<file path="config.mk">
export PLATFORM = sky130hd
export DESIGN_NAME = vga_rect_fill
export DESIGN_NICKNAME = d
export VERILOG_FILES = /design/src/rtl/vga_pkg.sv /design/src/rtl/vga_sync2.sv /design/src/rtl/vga_rect_fill.sv
export SDC_FILE = /design/constraint.sdc
export NUM_CORES = 1
export LEC_CHECK = 0
export CAP_MARGIN = 30
export CORE_ASPECT_RATIO = 1.25
export CORE_MARGIN = 4
export CORE_UTILIZATION = 40
export DETAILED_ROUTE_END_ITERATION = 16
export PLACE_DENSITY_LB_ADDON = 0.25
export SYNTH_ARGS = -nofsm -noshare
export SYNTH_HDL_FRONTEND = slang
export SYNTH_SLANG_ARGS = --single-unit
</file>
<file path="constraint.sdc">
create_clock -name clk -period 3.3 [get_ports clk]
set_clock_uncertainty 0.05 [all_clocks]
set_input_delay 0.33 -clock clk [delete_from_list [all_inputs] [get_ports clk]]
set_output_delay 0.33 -clock clk [all_outputs]
set_load 0.01 [all_outputs]
</file>
<file path="src/rtl/vga_pkg.sv">
`default_nettype none
// ============================================================================
//  Module      : vga_pkg
//  Description : Shared types for the VGA rectangle fill engine: coordinate
//                and colour types, the rectangle command record and the fill
//                FSM state encoding.
//  Revision    : 1.0 - initial release
// ============================================================================
package vga_pkg;

  localparam int c_coord_w = 10;
  localparam int c_color_w = 3;

  typedef logic [c_coord_w-1:0] coord_t;
  typedef logic [c_color_w-1:0] color_t;

  typedef struct packed {
    coord_t x0;
    coord_t y0;
    coord_t w;
    coord_t h;
    color_t color;
  } rect_cmd_t;

  typedef enum logic [1:0] {
    IDLE = 2'd0,
    LOAD = 2'd1,
    FILL = 2'd2,
    DONE = 2'd3
  } fill_state_e;

endpackage
`default_nettype wire

</file>
<file path="src/rtl/vga_sync2.sv">
`default_nettype none
// ============================================================================
//  Module      : vga_sync2
//  Description : Two-flop synchroniser for a single level signal crossing
//                into the clk domain; both flops clear on reset.
//  Revision    : 1.0 - initial release
// ============================================================================
module vga_sync2 (
  input  logic clk,
  input  logic arst_n,
  input  logic d,
  output logic q
);

  logic r_meta;
  logic r_sync;

  // Shift the asynchronous level through two flops to settle metastability
  always_ff @(posedge clk or negedge arst_n) begin
    if (!arst_n) begin
      r_meta <= 1'b0;
      r_sync <= 1'b0;
    end else begin
      r_meta <= d;
      r_sync <= r_meta;
    end
  end

  assign q = r_sync;

endmodule
`default_nettype wire

</file>
<file path="src/rtl/vga_rect_fill.sv">
`default_nettype none
// ============================================================================
//  Module      : vga_rect_fill
//  Description : Command-driven rectangle fill engine. Accepts one rectangle
//                command over valid/ready and emits one row-major framebuffer
//                write per cycle. Writes can be held off while the display is
//                in its visible region (tear_free).
//                Optional clipping to width/height: VGA_RECT_FILL_CLIP_EN.
//  Revision    : 1.0 - initial release
// ============================================================================
module vga_rect_fill
  import vga_pkg::*;
#(
  parameter int COORD_W = c_coord_w,
  parameter int COLOR_W = c_color_w
) (
  input  logic               clk,
  input  logic               arst_n,
  input  logic               cmd_valid,
  output logic               cmd_ready,
  input  logic [COORD_W-1:0] cmd_x0,
  input  logic [COORD_W-1:0] cmd_y0,
  input  logic [COORD_W-1:0] cmd_w,
  input  logic [COORD_W-1:0] cmd_h,
  input  logic [COLOR_W-1:0] cmd_color,
  input  logic               abort,
  input  logic               tear_free,
  input  logic               visible,
  input  logic [COORD_W-1:0] width,
  input  logic [COORD_W-1:0] height,
  output logic [COORD_W-1:0] X,
  output logic [COORD_W-1:0] Y,
  output logic [COLOR_W-1:0] pixel,
  output logic               wr_en,
  output logic               busy,
  output logic               done
);

  localparam logic [COORD_W-1:0] c_one = {{(COORD_W-1){1'b0}}, 1'b1};

  fill_state_e        r_state;
  logic [COORD_W-1:0] r_x0, r_y0, r_w, r_h;
  logic [COLOR_W-1:0] r_color;
  logic [COORD_W-1:0] r_ew, r_eh;
  logic [COORD_W-1:0] r_cx, r_cy, r_cols, r_rows;
  // Set once the final pixel has been written (or the extent is empty);
  // the next FILL cycle then raises done, so done always trails the last write.
  logic               r_last;

  logic               w_vis_s;
  logic               w_stall;
  logic [COORD_W-1:0] w_ew, w_eh;

  vga_sync2 u_vis_sync (
    .clk    (clk),
    .arst_n (arst_n),
    .d      (visible),
    .q      (w_vis_s)
  );

  assign w_stall = tear_free & w_vis_s;

`ifdef VGA_RECT_FILL_CLIP_EN
  logic [COORD_W-1:0] w_room_x, w_room_y;

  // Clip the latched extent to the active area so no write lands outside it
  always_comb begin
    w_room_x = width - r_x0;
    w_room_y = height - r_y0;
    w_ew     = '0;
    w_eh     = '0;
    if (r_x0 < width) begin
      w_ew = (r_w < w_room_x) ? r_w : w_room_x;
    end
    if (r_y0 < height) begin
      w_eh = (r_h < w_room_y) ? r_h : w_room_y;
    end
  end
`else
  // Unclipped: the framebuffer handles anything beyond the active area
  logic w_unused;
  assign w_unused = ^{width, height};
  assign w_ew     = r_w;
  assign w_eh     = r_h;
`endif

  // Fill FSM with all outputs registered
  always_ff @(posedge clk or negedge arst_n) begin
    if (!arst_n) begin
      r_state   <= IDLE;
      r_x0      <= '0;
      r_y0      <= '0;
      r_w       <= '0;
      r_h       <= '0;
      r_color   <= '0;
      r_ew      <= '0;
      r_eh      <= '0;
      r_cx      <= '0;
      r_cy      <= '0;
      r_cols    <= '0;
      r_rows    <= '0;
      r_last    <= 1'b0;
      X         <= '0;
      Y         <= '0;
      pixel     <= '0;
      wr_en     <= 1'b0;
      busy      <= 1'b0;
      done      <= 1'b0;
      cmd_ready <= 1'b1;
    end else begin
      wr_en <= 1'b0;
      done  <= 1'b0;
      case (r_state)
        IDLE: begin
          if (cmd_valid && cmd_ready) begin
            r_x0      <= cmd_x0;
            r_y0      <= cmd_y0;
            r_w       <= cmd_w;
            r_h       <= cmd_h;
            r_color   <= cmd_color;
            busy      <= 1'b1;
            cmd_ready <= 1'b0;
            r_state   <= LOAD;
          end
        end
        LOAD: begin
          if (abort) begin
            busy      <= 1'b0;
            cmd_ready <= 1'b1;
            r_state   <= IDLE;
          end else begin
            r_ew    <= w_ew;
            r_eh    <= w_eh;
            r_cx    <= r_x0;
            r_cy    <= r_y0;
            r_cols  <= '0;
            r_rows  <= '0;
            // Empty rectangle: skip straight to the completion pulse
            r_last  <= (w_ew == '0) || (w_eh == '0);
            r_state <= FILL;
          end
        end
        FILL: begin
          if (abort) begin
            r_last    <= 1'b0;
            busy      <= 1'b0;
            cmd_ready <= 1'b1;
            r_state   <= IDLE;
          end else if (r_last) begin
            r_last  <= 1'b0;
            done    <= 1'b1;
            r_state <= DONE;
          end else if (!w_stall) begin
            wr_en <= 1'b1;
            X     <= r_cx;
            Y     <= r_cy;
            pixel <= r_color;
            if (r_cols == r_ew - c_one) begin
              r_cx   <= r_x0;
              r_cols <= '0;
              if (r_rows == r_eh - c_one) begin
                r_last <= 1'b1;
              end else begin
                r_cy   <= r_cy + c_one;
                r_rows <= r_rows + c_one;
              end
            end else begin
              r_cx   <= r_cx + c_one;
              r_cols <= r_cols + c_one;
            end
          end
        end
        DONE: begin
          busy      <= 1'b0;
          cmd_ready <= 1'b1;
          r_state   <= IDLE;
        end
        default: r_state <= IDLE;
      endcase
    end
  end

endmodule
`default_nettype wire

</file>
==> impl_metrics.json <==
{
  "antenna_cells": 0,
  "synthCells": 640,
  "drt_first_iter_violations": 291,
  "clock_latency_ps": 420,
  "p_leak_uw": 0.00358,
  "arrival_ps": 3150,
  "finalHoldViolations": 0,
  "synth_edf_count": 0,
  "reg2reg_from": "r_ew[0]",
  "syn-num-nets": 719,
  "worst_pin_slew_ps": 754,
  "yosys.area.top_type": "dfrtp_1",
  "grt_overflow": 0,
  "rsz0062_at_grt": "no",
  "synth.distinct_cells": 71,
  "fmax_mhz": 349,
  "numCtsBuffers": 17,
  "whs_ps": 304,
  "yosysSeqAreaShare": 0.505,
  "start_kind": "flip-flop",
  "vias_per_cell": 5.36,
  "cts-resized-gates": 0,
  "status": "completed",
  "maxCapViolCount": 0,
  "setup_viol": 0,
  "initial_core_util": 0.410,
  "setup_tns_ps": 0,
  "grt_pass1_wl_um": 25900,
  "gp_congestion": 0.823,
  "path_class": "flip-flop to flip-flop",
  "core_area_mm2": 0.0163,
  "grt_pass1_vias": 5291,
  "vias": 5061,
  "io_pins": 96,
  "cts_hold_buf": 1,
  "cts_sinks": 135,
  "wl_per_cell_um": 15.8,
  "track_usage": 0.170,
  "drc_errors": 0,
  "finalNetCount": 796,
  "die_w_um": 124,
  "synth.most_common_cell": "dfrtp_1",
  "wl_um": 15000,
  "async_reset_ff_frac": 1.00,
  "slew_viol_final": 0,
  "min_from": "visible",
  "synth_top_area_share": 0.501,
  "hpwl_um": 10500,
  "ant_nets": 0,
  "hold_path_class": "input port to flip-flop",
  "syn-cell-area_mm2": 0.00669,
  "synth_seq_cells": 135,
  "fin_crit_sh": 0.868,
  "portBuffers": 75,
  "antenna_found_initial": 0,
  "cts_tree": "done",
  "root_buffer": "clkbuf_16",
  "synth_area_leaders": "dfrtp_1 (50%), mux2_2 (10%), nand2_1 (6.0%)",
  "cp-end-kind": "flip-flop",
  "cp-startpoint": "r_ew[0]",
  "dr.pass1.iters": 4,
  "clock_path_buffers": 2,
  "crit_fanout": 6,
  "clk_pin_slew_ps": 60,
  "ys_warn_count": 0,
  "cts_max_level": 4,
  "grt_max_degree": 81,
  "finalCriticalPeriod_ps": 2870,
  "maxSlewHeadroom": 0.494,
  "synth_ff_type": "dfrtp_1",
  "die_area_mm2": 0.0189,
  "die_y_um": 153,
  "syn_area_per_cell_um2": 10.5,
  "netlist_top_cells_count": "dfrtp_1 (134), nand2_1 (107), mux2_2 (61)",
  "critPathRequiredTime_ps": 3590,
  "syn2layout_area_growth_pct": 24.2,
  "power_density_mw_per_mm2": 872,
  "num_rows": 52,
  "drive_above_1_share": 0.166,
  "cts_setup_buffers": 0,
  "ir_drop_mv": 0.323
}
-- routing by layer --
layer	vias to the layer above	track usage	part of all wire
li1	2444	-	-
met1	2504	0.209	0.42
met2	91	0.290	0.52
met3	22	0.0397	0.038
met4	0	0.0607	0.017
met5	-	0	0
-- registers in the layout (all words and copies together), names as in the netlist, 2 cells and up --
register and cells:
pixel 3, r_color 3, r_state 2, r_cols 10, X 10, Y 10, r_eh 10, r_y0 10
r_h 10, r_ew 10, r_rows 10, r_x0 10, r_cx 10, r_cy 10, r_w 10
-- cell families (layout without fill, tap and decap cells) --
group | after synthesis | in the layout | synth area share
buffers and inverters | 46 | 135 | 0.0273
and+or+nand+nor | 239 | 239 | 0.178
adders and majority gates | 10 | 10 | 0.0187
muxes | 70 | 70 | 0.116
xor gates and xnor gates | 27 | 27 | 0.0374
DFF | 135 | 135 | 0.505
AOI/OAI and AO/OA | 113 | 113 | 0.117
-- worst paths after layout --
path / to / slack [ps] / depth (start not counted)
worst max register to register: r_rows[3] / 430 / 9
worst max-delay path: r_rows[3] / 430 / 9
max in group asynchronous: r_cy[1] / 1980 / 3
min in group asynchronous: r_ew[2] / 460 / 2
worst min-delay path: u_vis_sync.r_meta / 300 / 1
worst min register to register: u_vis_sync.q / 310 / 0
-- placed cells by master (no fill, tap or decap), drive strengths merged, types with 6 or more instances in the layout --
cell type        n
o21a             6
xor2            16
nor3            10
dfrtp          134
o21ai           36
nand4            9
or4              6
mux2i            9
nand3           17
ha              10
nand2b          15
nand2          107
inv             15
xnor2           10
and3            19
clkbuf          20
a31oi            9
a21oi           22
clkdlybuf4s50   74
mux2            61
buf             13
nor2            23
nor4             8
clkinv           7
-- worst max-delay path, stage by stage, from the launching register on --
cell and delay (ps):
dfrtp_1 400, inv_1 80, ha_1 220, nor2b_1 190
a221oi_2 290, and4b_4 240, or4_4 600, a31o_4 250
or3_1 370, o211ai_1 90
-- power by group --
group | internal (uW) | switching, uW | total (uW) | leakage [uW]
Clock | 1220 | 717 | 1940 | 0.000295
Combinational | 1250 | 1120 | 2370 | 0.00160
Sequential | 2340 | 593 | 2930 | 0.00168
Total | 4810 | 2440 | 7250 | 0.00358
-- per-stage QoR --
step | instance area, um^2 | std cells | util | power (uW) | setup WS, ps
after floorplan | 6690 | 640 | - | 4450 | 598
after global placement | 7690 | 912 | 0.471 | 5210 | 538
after detailed placement | 7690 | 912 | 0.471 | 5340 | 460
after CTS | 8300 | 944 | 0.508 | 7310 | 449
after global routing | 8310 | 945 | 0.509 | 7740 | 308
final | 8310 | 945 | 0.509 | 7250 | 435
-- final cells by class --
cell class	instances	area, um^2
tap	216	270
clock inverter	12	151
timing repair buffer	89	857
sequential	135	3380
clock buffer	19	453
inverter	15	56.3
fill	1450	8020
multi-input combinational	459	3140
No activity file was read; power rests on OpenSTA's default activity.
